===== src/rtl/id_ex_stage_pkg.sv =====
// Shared encodings for the ID/EX boundary: instruction types, write-back
// selects and the EX control word together with its bubble value.
package id_ex_stage_pkg;

  localparam logic [2:0] ITYPE_R = 3'b000;
  localparam logic [2:0] ITYPE_I = 3'b001;
  localparam logic [2:0] ITYPE_S = 3'b010;
  localparam logic [2:0] ITYPE_B = 3'b011;
  localparam logic [2:0] ITYPE_U = 3'b100;
  localparam logic [2:0] ITYPE_J = 3'b101;

  localparam logic [1:0] WB_MEM  = 2'b00;
  localparam logic [1:0] WB_ALU  = 2'b01;
  localparam logic [1:0] WB_PC4  = 2'b10;
  localparam logic [1:0] WB_NONE = 2'b11;

  typedef struct packed {
    logic       valid;
    logic [4:0] rs1;
    logic [4:0] rs2;
    logic [4:0] rd;
    logic [2:0] funct3;
    logic [2:0] instruction_type;
    logic       a_select;
    logic       b_select;
    logic [3:0] alu_select;
    logic       regfile_enable;
    logic [1:0] wb_sel;
    logic       mem_rw;
    logic       d_jump;
  } ex_ctrl_t;

  // A bubble writes nothing, stores nothing and never redirects.
  localparam ex_ctrl_t BUBBLE = '{wb_sel: WB_NONE, default: '0};

endpackage


===== src/rtl/id_ex_stage_load_use_detect.sv =====
// Combinational load-use detector: the instruction in ID reads the register
// that a load currently in EX is about to write.
module id_ex_stage_load_use_detect
  import id_ex_stage_pkg::*;
(
  input  logic       id_valid,
  input  logic [4:0] id_rs1,
  input  logic [4:0] id_rs2,
  input  logic [2:0] id_instruction_type,
  input  logic       id_b_select,
  input  logic       ex_valid,
  input  logic       ex_redirect,
  input  logic       ex_regfile_enable,
  input  logic [1:0] ex_wb_sel,
  input  logic [4:0] ex_rd,
  output logic       load_use
);

  logic uses_rs1;
  logic uses_rs2;
  logic ex_is_load;

  always_comb begin
    // NOTE: every always_comb output gets a default first so no path can infer a latch.
    uses_rs1 = 1'b0;
    uses_rs2 = 1'b0;
    case (id_instruction_type)
      ITYPE_R: begin
        uses_rs1 = 1'b1;
        uses_rs2 = ~id_b_select;
      end
      ITYPE_I: uses_rs1 = 1'b1;
      ITYPE_S, ITYPE_B: begin
        uses_rs1 = 1'b1;
        uses_rs2 = 1'b1;
      end
      default: ;
    endcase
  end

  // x0 is never a real dependency, and a squashed ID instruction cannot stall.
  assign ex_is_load = ex_regfile_enable && (ex_wb_sel == WB_MEM) && (ex_rd != 5'd0);
  assign load_use   = id_valid && ex_valid && !ex_redirect && ex_is_load &&
                      ((uses_rs1 && (id_rs1 == ex_rd)) || (uses_rs2 && (id_rs2 == ex_rd)));

endmodule


===== src/rtl/id_ex_stage.sv =====
// ID/EX pipeline register with load-use bubble insertion, EX-redirect squash,
// data-memory freeze and a saturating bubble counter.
module id_ex_stage
  import id_ex_stage_pkg::*;
#(
  parameter int XLEN  = 32,
  parameter int CNT_W = 32
) (
  input  logic             clk,
  input  logic             rst,
  input  logic             id_valid,
  input  logic [XLEN-1:0]  id_pc,
  input  logic [XLEN-1:0]  id_rs1_data,
  input  logic [XLEN-1:0]  id_rs2_data,
  input  logic [XLEN-1:0]  id_imm,
  input  logic [4:0]       id_rs1,
  input  logic [4:0]       id_rs2,
  input  logic [4:0]       id_rd,
  input  logic [2:0]       id_funct3,
  input  logic [2:0]       id_instruction_type,
  input  logic             id_a_select,
  input  logic             id_b_select,
  input  logic [3:0]       id_alu_select,
  input  logic             id_regfile_enable,
  input  logic [1:0]       id_wb_sel,
  input  logic             id_mem_rw,
  input  logic             id_d_jump,
  input  logic             ex_redirect,
  input  logic             mem_stall,
  output logic             ex_valid,
  output logic [XLEN-1:0]  ex_pc,
  output logic [XLEN-1:0]  ex_rs1_data,
  output logic [XLEN-1:0]  ex_rs2_data,
  output logic [XLEN-1:0]  ex_imm,
  output logic [4:0]       ex_rs1,
  output logic [4:0]       ex_rs2,
  output logic [4:0]       ex_rd,
  output logic [2:0]       ex_funct3,
  output logic [2:0]       ex_instruction_type,
  output logic             ex_a_select,
  output logic             ex_b_select,
  output logic [3:0]       ex_alu_select,
  output logic             ex_regfile_enable,
  output logic [1:0]       ex_wb_sel,
  output logic             ex_mem_rw,
  output logic             ex_d_jump,
  output logic             hold_if_id,
  output logic             flush_if_id,
  output logic [CNT_W-1:0] bubble_count
);

  ex_ctrl_t              ctrl_q, ctrl_d, id_ctrl;
  logic [4*XLEN-1:0]     data_q, data_d;
  logic [CNT_W-1:0]      count_q, count_d;
  logic                  load_use;

  assign id_ctrl = '{valid: id_valid, rs1: id_rs1, rs2: id_rs2, rd: id_rd,
                     funct3: id_funct3, instruction_type: id_instruction_type,
                     a_select: id_a_select, b_select: id_b_select,
                     alu_select: id_alu_select, regfile_enable: id_regfile_enable,
                     wb_sel: id_wb_sel, mem_rw: id_mem_rw, d_jump: id_d_jump};

  id_ex_stage_load_use_detect u_load_use_detect (
    .id_valid            (id_valid),
    .id_rs1              (id_rs1),
    .id_rs2              (id_rs2),
    .id_instruction_type (id_instruction_type),
    .id_b_select         (id_b_select),
    .ex_valid            (ctrl_q.valid),
    .ex_redirect         (ex_redirect),
    .ex_regfile_enable   (ctrl_q.regfile_enable),
    .ex_wb_sel           (ctrl_q.wb_sel),
    .ex_rd               (ctrl_q.rd),
    .load_use            (load_use)
  );

  always_comb begin
    ctrl_d  = ctrl_q;
    data_d  = data_q;
    count_d = count_q;
    if (mem_stall) begin
      // Frozen pipe: everything holds, including a pending hazard.
    end else if (ex_redirect || load_use || !id_valid) begin
      ctrl_d = BUBBLE;
      data_d = '0;
      if (load_use && count_q != {CNT_W{1'b1}}) count_d = count_q + 1'b1;
    end else begin
      ctrl_d = id_ctrl;
      data_d = {id_pc, id_rs1_data, id_rs2_data, id_imm};
    end
  end

  // NOTE: sequential state uses non-blocking assignments so every flop samples pre-edge values.
  always_ff @(posedge clk or posedge rst) begin
    if (rst) begin
      ctrl_q  <= BUBBLE;
      data_q  <= '0;
      count_q <= '0;
    end else begin
      ctrl_q  <= ctrl_d;
      data_q  <= data_d;
      count_q <= count_d;
    end
  end

  assign hold_if_id  = mem_stall | load_use;
  assign flush_if_id = ex_redirect & ~mem_stall;

  assign {ex_pc, ex_rs1_data, ex_rs2_data, ex_imm} = data_q;
  assign ex_valid            = ctrl_q.valid;
  assign ex_rs1              = ctrl_q.rs1;
  assign ex_rs2              = ctrl_q.rs2;
  assign ex_rd               = ctrl_q.rd;
  assign ex_funct3           = ctrl_q.funct3;
  assign ex_instruction_type = ctrl_q.instruction_type;
  assign ex_a_select         = ctrl_q.a_select;
  assign ex_b_select         = ctrl_q.b_select;
  assign ex_alu_select       = ctrl_q.alu_select;
  assign ex_regfile_enable   = ctrl_q.regfile_enable;
  assign ex_wb_sel           = ctrl_q.wb_sel;
  assign ex_mem_rw           = ctrl_q.mem_rw;
  assign ex_d_jump           = ctrl_q.d_jump;
  assign bubble_count        = count_q;

endmodule


===== config.mk =====
export PLATFORM = sky130hd
export DESIGN_NAME = id_ex_stage
export DESIGN_NICKNAME = d
export VERILOG_FILES = /design/src/rtl/id_ex_stage_pkg.sv /design/src/rtl/id_ex_stage_load_use_detect.sv /design/src/rtl/id_ex_stage.sv
export SDC_FILE = /design/constraint.sdc
export NUM_CORES = 1
export LEC_CHECK = 0
export BUFFER_PORTS_ARGS = -buffer_cell sky130_fd_sc_hd__buf_4
export CAP_MARGIN = 20
export CORE_ASPECT_RATIO = 2
export CORE_MARGIN = 2
export CORE_UTILIZATION = 26
export CTS_CLUSTER_SIZE = 25
export DETAILED_ROUTE_END_ITERATION = 8
export PLACE_DENSITY = 0.61
export SETUP_SLACK_MARGIN = 0.3
export SLEW_MARGIN = 20
export SYNTH_ARGS = -nofsm -noshare
export SYNTH_HDL_FRONTEND = slang
export SYNTH_HIERARCHICAL = 1
export SYNTH_SLANG_ARGS = --single-unit

===== constraint.sdc =====
create_clock -name clk -period 6.2 [get_ports clk]
set_input_delay 0.93 -clock clk [delete_from_list [all_inputs] [get_ports clk]]
set_output_delay 0.93 -clock clk [all_outputs]
set_load 0.1 [all_outputs]

==> impl_results.md, run 1 <==
- Share of cells above drive strength 1: approximately 46%
- Avg Vias per Cell: 4.71
- CTS tree: done
- Wirelength, routed: 23800 um
- Area grow syn2layout: 50.8%
- H-tree depth: 4
- I/O Pins: 360
- Worst-path fanout max: 2
- CP startpoint kind: input pin
- Root Driver: clkbuf_16
- Pins Over Slew Limit: 0
- Commonest cells after routing, fill and taps aside: buf_4, dfrtp_1, a22o_1, xnor2_1, clkbuf_16
- Setup_tns: 0 ns
- Final GP Congestion: 0.766
- Vias in the first global route: 6194
- Achievable Freq: ~280 MHz
- Final setup viols: 0
- Synth unique cells: 34
- Post-CTS Setup Bufs: 0
- Clk Latency, worst-skew pair: between 0.4 and 0.5 ns
- Syn Nets: between 600 and 700
- I/O Buffers: 359
- Ordered list of cells on the worst path: buf_4 > xor2_1 > nor4_1 > o211ai_1 > a221oi_2 > or2_2 > buf_4
- Async SR Flop Fraction: 100%
- VDD IR-drop max: approximately 200 uV
- Post-route ant nets: 0
- Fin crit share: 57.9%
- Drt pass-1 iters: 4
- FILL cells: 2698
- Final Hold Viols: 0
- Main synth FF type: dfrtp_1
- Die area: approximately 29000 um2
- CP max-delay cell: nor4_1
- Power Density: slightly above 300 nW/um2
- Synth warn: 6
- Post-DP HPWL: between 15000 and 20000 um
- Kind of critical path: input pin to output pin
- Placed inst area: slightly above 10000 um2
- Vias: 5815
- GR Util met1: 17.9%
- Synthesized instance count: around 520
- Iteration-0 DRC Markers: slightly above 300
- #FFs+latches synth: between 150 and 200
- Slew margin rel.: approximately 28%
- Sequential area share after synthesis: between 60% and 70%
- Status: finished, final reports clean
- Cell Area, Synth: between 7000 and 8000 um2
- WL per Instance: 19.3 um
- Clk_skew: 0.0113 ns
- CTS hold repair buffers: 0
- Most used routing layer: met2
- Final global-route overflow total: 0
- Commonest non-fill, non-tap cell in the layout: buf_4
- Post-synth EDFFs: 0
- Clock Sink Count: slightly below 200
- Crit-path max cell delay: approximately 0.48 ns
- Global-route wire length before repair: roughly 36000 um
- Worst slew pin tran: approximately 1.1 ns
- Initial antenna violation count: 0
- CP most frequent cell: buf_4
- Antenna diodes: 0
- Row count: 86
- GR Util All Layers: between 15 and 20%
- Met2 Usage GRT: approximately 29%
- Worst path required time: around 5.3 ns
- Clock period minus worst slack: 3.59 ns
- Critical Path End Type: output pin
- Clk buf depth: 2
- Met3 Use GR: between 5 and 6%
- Die H: 241 um
- Worst Path Arrival: roughly 2.7 ns
- Core area: about 28000 um2
- Fin area: 11000 um2
- Die Wd: 122 um
- Largest net degree at the start of global routing: ~120
- Post-Synthesis Mean Instance Area: 13.9 um2
- CTS resizes: 0
- Nets: between 1000 and 1500
- Lkg Pwr: between 5 and 6 nW
- Max_cap viols: 0
- DRC viols: 0
- RSZ-0062 raised after global routing: no
- Initial Util: a little over a quarter
- HP Class: flip-flop to flip-flop
- Clk slew on worst S/H paths: roughly 0.070 ns
- Total clock buffers created by CTS: 17
==> registers in the layout, indices dropped and copies added, names as in the netlist, 2 cells and up <==
| register | flops |
|---|---|
| data_q | 128 |
| ex_instruction_type | 3 |
| ex_rs1 | 5 |
| ex_rd | 5 |
| ex_alu_select | 4 |
| ex_funct3 | 3 |
| ex_wb_sel | 2 |
| ex_rs2 | 5 |
| bubble_count | 32 |
==> stage by stage <==
stage	total power, mW	cells	worst slack, ns	hold WS [ns]	util (%)
5_1_grt	3.47	1235	2.52	0.521	39.9
3_5_place_dp	2.15	1203	2.31	0.490	37.5
2_1_floorplan	1.91	524	2.61	0.734	-
6_report	3.34	1235	2.61	0.495	39.9
4_1_cts	3.39	1235	2.58	0.499	39.9
3_3_place_gp	2.14	1203	2.43	0.484	37.5
==> path summary, 6_finish.rpt <==
kind	start	end	slack, ns	depth (start not counted)
worst max-delay path	id_rs2[2]	hold_if_id	2.61	7
worst min-delay path	bubble_count[12]	bubble_count[12]	0.49	1
worst max register to register	ex_rd[2]	bubble_count[22]	2.89	8
worst min register to register	bubble_count[12]	bubble_count[12]	0.49	1
max in group asynchronous	rst	data_q[12]	4.79	3
min in group asynchronous	rst	data_q[59]	0.62	3
==> Yosys cell counts (2+ instances only) <==
master	instances	area, um2
dfrtp_1	191	4780
a22o_1	158	1380
xnor2_1	29	254
clkbuf_1	27	101
nand4_1	15	93.8
nand3_1	13	65.1
nand2_1	12	45.0
xor2_1	12	105
nor2_1	10	37.5
buf_2	9	45.0
and3_1	8	50.1
inv_1	6	22.5
nor2b_1	5	31.3
nor3_1	4	20.0
a21oi_1	2	10.0
dfstp_2	2	52.6
nor3b_1	2	15.0
nor4_1	2	12.5
or2_2	2	12.5
==> area by class of cell <==
type | count | area (um2) | share of cell area [%]
Sequential cell | 193 | 4830 | 44.0
Timing Repair Buffer | 365 | 2750 | 25.0
Multi-Input combinational cell | 287 | 2270 | 20.7
Clock buffer | 19 | 453 | 4.12
Tap cell | 352 | 440 | 4.01
Clock inverter | 13 | 215 | 1.96
Inverter | 6 | 26.3 | 0.239
==> power by group <==
| part | internal (mW) | total [mW] | leakage [nW] | switching (mW) |
|---|---|---|---|---|
| clock | 0.683 | 1.23 | 0.327 | 0.543 |
| sequential | 1.32 | 1.35 | 2.61 | 0.0383 |
| combinational | 0.192 | 0.760 | 2.72 | 0.569 |
| total | 2.19 | 3.34 | 5.66 | 1.15 |
==> per-layer routing <==
metal	wire length (um)	vias up	share of wire [%]
li1	-	2657	-
met1	8650	2873	36
met2	12900	255	54
met3	1690	30	7.1
met4	588	0	2.5
met5	0	-	0
==> cells by family (layout without fill, tap and decap cells) <==
kind of cell / count (synthesis) / count (layout) / synth area share (%)
and+or+nand+nor: 78 / 78 / 5.86
adders and majority gates: 1 / 1 / 0.172
buffers and inverters: 44 / 403 / 2.58
xor gates and xnor gates: 41 / 41 / 4.93
AOI/OAI and AO/OA: 166 / 166 / 20.0
DFF: 193 / 193 / 66.3
muxes: 1 / 1 / 0.155
==> worst max-delay path: cells and delay by family <==
kind / cells / cell delay [ns]
buf+inv: 2 / 0.41
xor+xnor: 1 / 0.14
simple gates: 2 / 0.68
compound gates: 2 / 0.49
No activity file was read; power rests on OpenSTA's default activity.
==> run 2, diff against run 1 <==
--- a/config.mk
+++ b/config.mk
@@ -12,7 +12,7 @@
 export CORE_UTILIZATION = 26
 export CTS_CLUSTER_SIZE = 25
 export DETAILED_ROUTE_END_ITERATION = 8
-export PLACE_DENSITY = 0.61
+export PLACE_DENSITY = 0.59
 export SETUP_SLACK_MARGIN = 0.3
 export SLEW_MARGIN = 20
 export SYNTH_ARGS = -nofsm -noshare
==> constraint.sdc (replaced) <==
create_clock -name clk -period 3.4 [get_ports clk]
set_input_delay 0.51 -clock clk [delete_from_list [all_inputs] [get_ports clk]]
set_output_delay 0.51 -clock clk [all_outputs]
set_load 0.1 [all_outputs]
==> run 2 against run 1 <==
Utilization decreased by 0.064 points. Largest power group unchanged. Final area decreased by 0.16%. Die area unchanged. First-iteration DRC count decreased by 19%. Worst setup slack got worse by 2.1 ns. Sequential share of layout area increased by 0.070 points. Sequential power increased by 83%. Hold slack got worse by 0.29 ns. Clock power increased by 70%. Clock-buffer cell count decreased by 1.
==> impl_results.md, run 2 (same netlist as run 1, synthesis figures left out) <==
- Clock Sink Count: 193 (unchanged)
- FILL cells: 2744 (+1.7%)
- Cells after DPL: 1205 (+0.17%)
- Clk buf depth: 2 (unchanged)
- Final GP Congestion: 0.789 (+3.0%)
- RSZ-0062 raised after global routing: no
- Post-DP HPWL: 17300 um (-1.4%)
- VDD IR-drop max: 329 uV (+61%)
- Die H: 241 um (unchanged)
- I/O Buffers: 359 (unchanged)
- Core area: 27500 um2 (unchanged)
- Worst-path fanout max: 5 (+3)
- Setup_tns: 0 ns (unchanged)
- CTS tree: done
- Commonest non-fill, non-tap cell in the layout: buf_4
- Clk_skew: 0.0127 ns (+0.00141 ns)
- Footprint of the multi-input gates: 2280 um2 (+0.28%)
- Worst path required time: 2.89 ns (-2.38 ns)
- Max reg flops: 128 (unchanged)
- Clock period minus worst slack: 2.94 ns
- Root Driver: clkbuf_16
- Wirelength, routed: 23800 um (+0.19%)
- Final Hold Viols: 0 (unchanged)
- Final setup viols: 0 (unchanged)
- Global-route wire length before repair: 35600 um (-0.69%)
- HP Class: input pin to async pin
- Worst slew pin tran: 0.726 ns (-0.348 ns)
- Iteration-0 DRC Markers: 251 (-19%)
- Drt pass-1 iters: 4 (unchanged)
- H-tree depth: 4 (unchanged)
- Initial Util: 26.4% (unchanged)
- Die Wd: 122 um (unchanged)
- Critical Path End Type: output pin
- Largest net degree at the start of global routing: 109 (-9.9%)
- Clk slew on worst S/H paths: 0.07 ns (about the same)
- DRC viols: 0 (unchanged)
- Total clock buffers created by CTS: 17 (unchanged)
- Vias in the first global route: 6192 (-0.032%)
- Pins Over Slew Limit: 0 (unchanged)
- Power Density: 542 nW/um2 (+78%)
- Status: finished, final reports clean
- Slew margin rel.: 51.2% (+23 points)
- Row count: 86 (unchanged)
- Non-Filler Instances: 1238 (+0.24%)
- Kind of critical path: flip-flop to output pin
- I/O Pins: 360 (unchanged)
- Avg Vias per Cell: 4.74 (+0.60%)
- Die area: 29500 um2 (unchanged)
- Area grow syn2layout: 50.6%
- CTS hold repair buffers: 0 (unchanged)
- Worst Path Arrival: 2.43 ns (-0.23 ns)
- Vias: 5864 (+0.84%)
- Share of cells above drive strength 1: 46.2% (+0.12 points)
- Initial antenna violation count: 1 (+1)
- Commonest cells after routing, fill and taps aside: buf_4, dfrtp_1, a22o_1, xnor2_1, clkbuf_16
- Post-route ant nets: 0 (unchanged)
- Achievable Freq: about 340 MHz
- Clk Latency, worst-skew pair: 0.45 ns (about the same)
- Largest register by flop count: data_q
- Seq. cell area: 4830 um2 (unchanged)
- Fin crit share: between 80 and 90%
- CP startpoint kind: flip-flop
- Final global-route overflow total: 0 (unchanged)
- GR Util All Layers: 16.2% (about the same)
- Nets: 1038 (+0.19%)
- WL per Instance: 19.3 um (about the same)
- Max_cap viols: 0 (unchanged)
- Lkg Pwr: 5.64 nW (-0.26%)
[run 2: cell count changes in the layout (fill, tap and decap cells not counted), moves of 2 or more]
cell,previous run,this run
clkinv_4,1,4
clkbuf_8,2,0
buf_12,1,3
clkinv_8,3,0
[run 2: area by class of cell]
type | instances | area share [%]
antenna | 1 | 0.0228
clock buffer | 18 | 3.91
clock inverter | 14 | 1.57
inverter | 6 | 0.239
multi-input combinational | 287 | 20.8
sequential | 193 | 44.0
tap | 352 | 4.01
timing repair buffer | 367 | 25.5
[run 2: final timing paths]
path,startpoint,to,slack [ns],cells past startpoint
max,ex_rd[2],hold_if_id,0.46,6
min,rst,ex_rd[1],0.20,3
max reg2reg,ex_rd[2],bubble_count[30],0.66,9
min reg2reg,bubble_count[12],bubble_count[12],0.50,1
max in group asynchronous,rst,data_q[111],2.72,3
min in group clk,id_wb_sel[0],ex_wb_sel[0],0.27,3
[run 2: metrics by stage]
step,worst slack [ns],util [%],power [mW],hold WS (ns),area (um2)
after global placement,0.346,37.6,3.91,0.487,10400
after CTS,0.340,39.8,6.04,0.233,11000
after global routing,0.355,39.8,6.20,0.238,11000
after detailed placement,0.255,37.6,3.92,0.493,10400
final,0.465,39.8,5.95,0.203,11000
after floorplan,0.207,-,3.49,0.599,7290
[run 2: power breakdown]
part / internal [mW] / switching (mW)
logic: 0.353 / 1.04
registers: 2.40 / 0.0678
clock network: 1.11 / 0.976
total: 3.87 / 2.08
[run 2: per-layer routing]
layer,global-route usage [%],vias to the layer above,share of wire [%]
li1,-,2677,-
met1,17.5,2883,36
met2,28.6,264,53
met3,5.13,40,7.7
met4,7.42,0,3.4
met5,0,-,0
[run 2: timing repair]
item                                    CTS  global route
resized for setup                         1             0
buffers inserted                          0             0
endpoints found under the setup margin    1             0
[run 2: critical path, stage by stage (launching register included)]
cell      delay [ns]
dfrtp_1         0.45
xor2_1          0.20
nor4_2          0.36
o211ai_1        0.16
a221oi_2        0.31
or2_2           0.20
buf_4           0.30
